$ cat src/rtl/biquad8_coeff_loader.sv
// Coefficient loader for the biquad8 filter.
// A small table of {reg address, coefficient} entries is filled while idle.
// On start, the entries are replayed as WISHBONE writes, followed by one
// write to the update register. Every bus write is bounded by a timeout.
//
// state  | meaning
// -------+-----------------------------------------------------------
// IDLE   | waiting for start; table writable
// FETCH  | table entry at the current index is read
// WRITE  | table entry on the bus, waiting for ack/err/rty/timeout
// UPDATE | write of 1 to address 0x00 (first cycle launches it)
// DONE   | done_o pulse, back to IDLE
// ERROR  | one-cycle abort state, back to IDLE with err_o held
module biquad8_coeff_loader #(
  parameter int NENTRY    = 32,
  parameter int TIMEOUT   = 1023,
  parameter     WBCLKTYPE = "NONE"
) (
  input  logic                      wb_clk_i,
  input  logic                      wb_rstn_i,
  input  logic                      tbl_wr_i,
  input  logic [$clog2(NENTRY)-1:0] tbl_adr_i,
  input  logic [24:0]               tbl_dat_i,
  input  logic                      start_i,
  input  logic [$clog2(NENTRY):0]   len_i,
  output logic                      busy_o,
  output logic                      done_o,
  output logic                      err_o,
  output logic                      wb_cyc_o,
  output logic                      wb_stb_o,
  output logic                      wb_we_o,
  output logic [6:0]                wb_adr_o,
  output logic [31:0]               wb_dat_o,
  output logic [3:0]                wb_sel_o,
  input  logic                      wb_ack_i,
  input  logic                      wb_err_i,
  input  logic                      wb_rty_i
);

  localparam int AW = $clog2(NENTRY);
  localparam int LW = AW + 1;
  localparam int TW = $clog2(TIMEOUT + 1);
  localparam logic [LW-1:0] LEN_MAX  = LW'(NENTRY);
  localparam logic [TW-1:0] TMO_LOAD = TW'(TIMEOUT - 1);

  // Every register here lives in the wb_clk_i domain, so the clock-type tag
  // has nothing to mark; the block is kept so a tagged build still elaborates.
  if (WBCLKTYPE != "NONE") begin : g_xdom_tag
  end

  typedef enum logic [2:0] {
    S_IDLE,
    S_FETCH,
    S_WRITE,
    S_UPDATE,
    S_DONE,
    S_ERROR
  } state_t;

  state_t          state, state_nxt;
  logic [AW-1:0]   idx, idx_nxt;
  logic [LW-1:0]   len_q, len_nxt;
  logic [TW-1:0]   tmo, tmo_nxt;
  logic            err_nxt;
  logic            cyc_nxt, stb_nxt, we_nxt;
  logic [6:0]      adr_nxt;
  logic [31:0]     dat_nxt;
  logic [3:0]      sel_nxt;

  logic [24:0]     mem [NENTRY];
  logic [AW-1:0]   ram_adr;
  logic            ram_we;
  logic [24:0]     entry;
  logic            bus_abort;
  logic            more_entries;
  logic            unused_entry_bits;

  // Single RAM port: the host owns it while idle, the sequencer while busy.
  assign ram_we  = tbl_wr_i & ~busy_o;
  assign ram_adr = busy_o ? idx : tbl_adr_i;

  // Read data is only consumed by the bus registers at the end of FETCH,
  // which makes those registers the RAM's one-cycle read register.
  assign entry = mem[ram_adr];

  // The two low address bits are forced to zero on the bus (word aligned).
  assign unused_entry_bits = ^entry[19:18];

  assign bus_abort    = wb_err_i | wb_rty_i | (tmo == '0);
  assign more_entries = ({1'b0, idx} + LW'(1)) < len_q;

  // Table storage; contents deliberately survive reset.
  always_ff @(posedge wb_clk_i) begin
    if (ram_we) begin
      mem[ram_adr] <= tbl_dat_i;
    end
  end

  // Next-state and next-output decode; bus outputs are registered from here.
  always_comb begin
    state_nxt = state;
    idx_nxt   = idx;
    len_nxt   = len_q;
    tmo_nxt   = tmo;
    err_nxt   = err_o;
    cyc_nxt   = wb_cyc_o;
    stb_nxt   = wb_stb_o;
    we_nxt    = wb_we_o;
    adr_nxt   = wb_adr_o;
    dat_nxt   = wb_dat_o;
    sel_nxt   = wb_sel_o;

    case (state)
      S_IDLE: begin
        if (start_i) begin
          len_nxt   = (len_i > LEN_MAX) ? LEN_MAX : len_i;
          idx_nxt   = '0;
          err_nxt   = 1'b0;
          state_nxt = (len_i == '0) ? S_UPDATE : S_FETCH;
        end
      end

      S_FETCH: begin
        cyc_nxt   = 1'b1;
        stb_nxt   = 1'b1;
        we_nxt    = 1'b1;
        adr_nxt   = {entry[24:20], 2'b00};
        dat_nxt   = {14'b0, entry[17:0]};
        sel_nxt   = 4'hF;
        tmo_nxt   = TMO_LOAD;
        state_nxt = S_WRITE;
      end

      S_WRITE: begin
        // Ack is tested first so it wins over a coincident timeout.
        if (wb_ack_i) begin
          cyc_nxt = 1'b0;
          stb_nxt = 1'b0;
          we_nxt  = 1'b0;
          if (more_entries) begin
            idx_nxt   = idx + AW'(1);
            state_nxt = S_FETCH;
          end else begin
            state_nxt = S_UPDATE;
          end
        end else if (bus_abort) begin
          cyc_nxt   = 1'b0;
          stb_nxt   = 1'b0;
          we_nxt    = 1'b0;
          err_nxt   = 1'b1;
          state_nxt = S_ERROR;
        end else begin
          tmo_nxt = tmo - TW'(1);
        end
      end

      S_UPDATE: begin
        // Entered with stb low so there is always a gap after the last write.
        if (!wb_stb_o) begin
          cyc_nxt = 1'b1;
          stb_nxt = 1'b1;
          we_nxt  = 1'b1;
          adr_nxt = 7'h00;
          dat_nxt = 32'h1;
          sel_nxt = 4'hF;
          tmo_nxt = TMO_LOAD;
        end else if (wb_ack_i) begin
          cyc_nxt   = 1'b0;
          stb_nxt   = 1'b0;
          we_nxt    = 1'b0;
          state_nxt = S_DONE;
        end else if (bus_abort) begin
          cyc_nxt   = 1'b0;
          stb_nxt   = 1'b0;
          we_nxt    = 1'b0;
          err_nxt   = 1'b1;
          state_nxt = S_ERROR;
        end else begin
          tmo_nxt = tmo - TW'(1);
        end
      end

      S_DONE: begin
        state_nxt = S_IDLE;
      end

      S_ERROR: begin
        state_nxt = S_IDLE;
      end

      default: begin
        state_nxt = S_IDLE;
      end
    endcase
  end

  // State, sequencing counters and registered bus/status outputs.
  always_ff @(posedge wb_clk_i or negedge wb_rstn_i) begin
    if (!wb_rstn_i) begin
      state    <= S_IDLE;
      idx      <= '0;
      len_q    <= '0;
      tmo      <= '0;
      err_o    <= 1'b0;
      busy_o   <= 1'b0;
      done_o   <= 1'b0;
      wb_cyc_o <= 1'b0;
      wb_stb_o <= 1'b0;
      wb_we_o  <= 1'b0;
      wb_adr_o <= '0;
      wb_dat_o <= '0;
      wb_sel_o <= '0;
    end else begin
      state    <= state_nxt;
      idx      <= idx_nxt;
      len_q    <= len_nxt;
      tmo      <= tmo_nxt;
      err_o    <= err_nxt;
      busy_o   <= (state_nxt != S_IDLE);
      done_o   <= (state_nxt == S_DONE);
      wb_cyc_o <= cyc_nxt;
      wb_stb_o <= stb_nxt;
      wb_we_o  <= we_nxt;
      wb_adr_o <= adr_nxt;
      wb_dat_o <= dat_nxt;
      wb_sel_o <= sel_nxt;
    end
  end

endmodule

$ cat config.mk
export PLATFORM = sky130hd
export DESIGN_NAME = biquad8_coeff_loader
export DESIGN_NICKNAME = d
export VERILOG_FILES = /design/src/rtl/biquad8_coeff_loader.sv
export SDC_FILE = /design/constraint.sdc
export NUM_CORES = 1
export LEC_CHECK = 0
export CAP_MARGIN = 20
export CORE_ASPECT_RATIO = 0.75
export CORE_MARGIN = 1
export CORE_UTILIZATION = 56
export DETAILED_ROUTE_END_ITERATION = 6
export PLACE_DENSITY = 0.84
export SLEW_MARGIN = 30
export SYNTH_ARGS = -nofsm -noshare
export SYNTH_HDL_FRONTEND = slang
export SYNTH_SLANG_ARGS = --single-unit
$ cat constraint.sdc
create_clock -name wb_clk_i -period 3.5 [get_ports wb_clk_i]
set_input_delay 0.7 -clock wb_clk_i [delete_from_list [all_inputs] [get_ports wb_clk_i]]
set_output_delay 0.7 -clock wb_clk_i [all_outputs]
set_load 0.02 [all_outputs]
==> metrics.md <==
| Metric | Value |
|---|---|
| Crit path from | `busy_o` |
| Critical path class | `reg -> reg` |
| Finished Layout Cells | `2707` |
| Syn_area_per_cell | `16.7 sq um` |
| Setup ws final | `386 ps` |
| Clock Skew | `21.1 ps` |
| Async SR Flop Fraction | `6.84%` |
| Routability congestion estimate | `0.870` |
| Top cells by count, synth | `edfxtp_1, o22ai_1, o21ai_0, nand2_1, buf_2` |
| CP peak stage delay | `900 ps` |
| Gr usage total | `30.4%` |
| Reg-to-reg endpoint | `wb_dat_o[12]` |
| Crit-path slowest cell | `dfrtp_1` |
| Die ar. | `0.0547 sq mm` |
| Netlist cell types | `62` |
| P_int | `17400 uW` |
| Yosys top cell area share | `73.4%` |
| Mapped cell area | `0.0301 sq mm` |
| Inst Count DP | `2579` |
| Worst min path class | `in -> async` |
| Post-layout net count | `1991` |
| Setup_tns | `0 ps` |
| Hold Fails Final Rpt | `0` |
| Number of buffers added on ports | `73` |
| Clock power share | `30.4%` |
| Largest area contributor in the netlist | `edfxtp_1` |
| Via count | `18600` |
| Crit-path cells | `nor2_1 > a22oi_2 > buf_12 > o22ai_1 > o21ai_0 > o21ai_1 > o41ai_1` |
| Reg2Reg Depth | `7` |
| Placed wire-length estimate | `47800 um` |
| Average wire per cell in the routed design | `30.4 um` |
| Cts bufs inserted | `71` |
| Fin crit share | `89.0%` |
| Worst-margin pin slew | `954 ps` |
| Row count | `73` |
| Top-count cell post-synth | `edfxtp_1` |
| R2R Setup Slk | `390 ps` |
| Vias per cell | `6.86` |
| Remaining antenna violation count after routing | `0` |
| Footprint of the multi-input gates | `0.00620 sq mm` |
| Skew-Pair Late Insertion Delay | `610 ps` |
| Top cells by area, synth | `edfxtp_1, o22ai_1, dfrtp_1, mux4_2, o21ai_0` |
| Status | `completed` |
| Final Setup Violations | `0` |
| Synthesized flop and latch total | `790` |
| Static Leak | `0.0111 uW` |
| Storage cell area | `0.0235 sq mm` |
| Worst setup path endpoint | `wb_dat_o[12]` |
| Max Clk Rate | `321 MHz` |
| Sw Pwr | `7770 uW` |
| First-pass GRT wire length | `119000 um` |
| Max-cap violation count | `0` |
| Fillers | `3328` |
| Number of enable flip-flop cells after synthesis | `736` |
| Reg2reg start | `busy_o` |
| Sequential share of the synthesized area | `77.9%` |
| RSZ-0062 raised after global routing | `no` |
| Ys Warns | `0` |
| Initial DRC Count | `3253` |
| H-Tree Depth | `3` |
| Remaining Overflow, GRT | `0` |
| Largest net degree at the start of global routing | `61` |
| Initial antenna violation count | `3` |
| Post-CTS Setup Inserts | `0` |
| CP endpoint kind | `flop` |
| Vias in the first global route | `18300` |
| Worst-path maximum fanout | `60` |
| Core region area | `0.0531 sq mm` |
| Clock slew seen by the registers of the worst setup and hold paths | `70 ps` |
| Post-CTS sizing | `0` |
| Die Ht | `203 um` |
| CTS Hold Bufs | `0` |
| Power density over the cells | `728 mW/mm^2` |
| Top Ports | `92` |
| Root Driver | `clkbuf_16` |
| Main synth FF type | `edfxtp_1` |
| CTS max path bufs | `3` |
| Comb power frac | `25.7%` |
| Sequential power share | `43.9%` |
| VDD IR max | `482 uV` |
| Rel. slew slack | `36.2%` |
| CTS tree | `done` |
| Layout cells sized above 1 | `16.4%` |
| Residual DRC | `0` |
| Setup Slack @ Placement | `147 ps` |
| Pre-antenna DRT Iters | `6` |
| CTS Sinks | `790` |
| Data required, critical path | `3990 ps` |
| Cell count after synthesis | `1799` |
| Final hold slack | `94.3 ps` |
| Synth-to-Final Area Change | `14.9%` |
| Starting density of the core | `56.8%` |
| Routed WL | `82400 um` |
| Crit path time final | `3110 ps` |
| Max-slew violations | `0` |
| Startpoint types | `flop` |
| End-of-flow core utilization | `65.2%` |
| Die W | `270 um` |
| Sw Ratio | `30.9%` |
| Arrival time at the worst endpoint | `3600 ps` |
## metrics by stage
| stage | instance area [sq um] | total power (uW) |
|---|---|---|
| floorplan | 30200 | 15000 |
| global placement | 32400 | 17300 |
| detailed placement | 32400 | 17500 |
| CTS | 34700 | 25100 |
| global route | 34600 | 25900 |
| finish | 34600 | 25200 |
## per-layer routing
metal	GRT usage, %	vias to the layer above	routed length (um)
met3	8.62	290	12500
met5	0	-	11
li1	-	7503	-
met2	45.5	1632	36700
met4	14.0	2	4080
met1	41.9	9152	29000
## cell type report
| cell class | instances | share of cell area, % |
|---|---|---|
| well taps | 712 | 2.58 |
| diodes | 2 | 0.0145 |
| flip-flops and latches | 790 | 67.8 |
| multi-input cells | 890 | 17.9 |
| repair buffers | 177 | 5.09 |
| clock inverters | 34 | 0.940 |
| inverters | 10 | 0.109 |
| clock buffers | 92 | 5.55 |
## state kept, by name, indices dropped and copies added, names as in the netlist
name	flops
idx	5
wb_cyc_o	1
state	3
wb_we_o	1
wb_adr_o	5
done_o	1
err_o	1
wb_stb_o	1
len_q	6
wb_sel_o	1
busy_o	1
tmo	10
wb_dat_o	18
mem	736
## placed cells by master, fill, tap and decap left out, drive strengths merged, types with 9 or more instances in the layout
cell	synthesis	routed
clkdlybuf4s50	0	52
o22ai	231	231
nand4	12	12
a211oi	9	9
nor2b	15	15
a21o	10	10
buf	96	125
a21oi	10	10
edfxtp	736	736
mux4	48	48
o31ai	16	16
nand3	37	37
mux2i	9	9
a31oi	9	9
o21ai	152	152
dfrtp	54	54
nand2b	19	19
nor2	46	46
clkinv	0	22
clkbuf	28	92
conb	1	16
o2111ai	15	15
nand2	132	132
inv	10	11
## power by group through the flow
stage	Clock [uW]	Sequential, uW	Combinational, uW
2_1_floorplan	0	11200	3850
5_1_grt	8020	11100	6780
3_3_place_gp	0	11200	6060
4_1_cts	7660	11100	6350
3_5_place_dp	0	11200	6260
6_report	7640	11100	6480
## logic make-up after synthesis
family | synth area share [%]
flip-flops | 77.9
AO/OA/AOI/OAI | 10.4
AND/OR/NAND/NOR | 4.64
buffers and inverters | 2.50
multiplexers | 4.03
adder cells (fa/ha/maj) | 0.332
XOR/XNOR | 0.204
other | 0.0125
## worst min-delay path by stage
stage / from / to / cells past startpoint
finish: wb_rstn_i / err_o / 1
global placement: wb_cyc_o / wb_cyc_o / 2
global route: wb_rstn_i / tmo[9] / 1
floorplan: wb_rstn_i / busy_o / 0
CTS: wb_rstn_i / err_o / 1
detailed placement: len_q[1] / len_q[1] / 2
## worst max-delay path: cells and delay by family, from the launching register on
family	cells	cell delay, ps
compound gates	5	1430
buf+inv	1	370
flops	1	900
simple gates	1	250
(Power assumes the default switching activity.)
==> RTL edit, RTL diff (same settings) <==
Put one more register stage on the output `err_o`, cleared by the reset. The value now appears one clock later. The other outputs are not delayed to match. Comments in the files are not updated.
--- a/src/rtl/biquad8_coeff_loader.sv
+++ b/src/rtl/biquad8_coeff_loader.sv
@@ -45,2 +45,4 @@
 
+  logic err_s0;
+
   // Every register here lives in the wb_clk_i domain, so the clock-type tag
@@ -104,3 +106,3 @@
     tmo_nxt   = tmo;
-    err_nxt   = err_o;
+    err_nxt   = err_s0;
     cyc_nxt   = wb_cyc_o;
@@ -203,3 +205,3 @@
       tmo      <= '0;
-      err_o    <= 1'b0;
+      err_s0   <= 1'b0;
       busy_o   <= 1'b0;
@@ -217,3 +219,3 @@
       tmo      <= tmo_nxt;
-      err_o    <= err_nxt;
+      err_s0   <= err_nxt;
       busy_o   <= (state_nxt != S_IDLE);
@@ -229,2 +231,10 @@
 
+  always_ff @(posedge wb_clk_i or negedge wb_rstn_i) begin
+    if (!wb_rstn_i) begin
+      err_o <= '0;
+    end else begin
+      err_o <= err_s0;
+    end
+  end
+
 endmodule
Formal check against the unedited RTL: not equivalent (a bounded check fails within 4 cycles, from zero or initial values and one cycle with wb_rstn_i low).
==> RTL edit against the unedited design <==
Maximum frequency shrank 4.5%. Sequential cell count up 1. Largest cell class unchanged. Final area grew 1.1%. Critical path depth up 1. Sequential share of layout area shrank 0.67 points. Wire length grew 3.3%. Area after synthesis barely moved. Die area about the same. Power increased by 1.9%. Setup slack got worse by 0.15 ns.
==> RTL edit: results <==
metrics = {
    "final_layout": {
        "syn_to_final_growth_pct": 16.0,
        "multi_input_area_sq_um": 6290,
        "buf_share_pct": 5.24,
        "clkCellAreaFrac_pct": 6.93,
        "drive_above_1_share_pct": 17.2,
        "num_antenna_cells": 3,
    },
    "placement": {
        "dp_hpwl_microns": 50000,
        "dp_cells": 2600,
        "dpl_cell_area_sq_um": 32700,
    },
    "global_routing": {
        "grt_use_met3_pct": 8.33,
        "grt_use_total_pct": 31.1,
    },
    "synthesis": {
        "synth-compound-area-share_pct": 10.3,
        "yosysSeqAreaShare_pct": 77.9,
        "synth.distinct_cells": 64,
        "syn_area_per_cell_sq_um": 16.7,
        "synth_common_cells": "736 x edfxtp_1, 230 x o22ai_1, 151 x nand2_1, 144 x o21ai_0, 55 x dfrtp_1",
        "muxShareOfSynthArea_pct": 4.02,
    },
    "sta": {
        "finalCritPeriodShare_pct": 93.2,
        "finalClockSkew_ns": 0.0296,
        "worstMarginPinSlew_ns": 1.02,
    },
    "drt": {
        "met3WireLength_microns": 12300,
        "viasPerCell": 6.86,
    },
    "clocking": {
        "cts_buffers": 73,
        "clk_latency_ns": 0.64,
    },
    "status": {
        "status": "complete, no violations",
    },
    "power": {
        "p_sw_mw": 7.99,
        "vdd_ir_drop_max_v": 0.000622,
    },
    "worst_setup_path": {
        "crit_end": "wb_dat_o[3]",
        "rr_worst_depth": 8,
    },
}
[RTL edit: critical path: stages (launching register included)]
cell and delay, ns:
dfrtp_1 0.93, nor2_1 0.26, a22oi_2 0.44, buf_12 0.30, buf_4 0.29, o22ai_1 0.13, o21ai_0 0.24, o2111ai_1 0.18
o31ai_1 0.30
[RTL edit: power groups by stage]
stage	logic, mW	clock network (mW)	registers [mW]
floorplan	3.75	0	11.2
global placement	6.08	0	11.2
detailed placement	6.36	0	11.2
CTS	6.45	8.06	11.0
global route	6.90	8.41	11.0
finish	6.59	8.05	11.0
[RTL edit: cell families after synthesis]
kind of cell / Yosys count
simple gates: 315
flops: 791
fa+ha+maj: 8
compound gates: 492
buf+inv: 134
xor+xnor: 7
other cells: 1
mux: 59
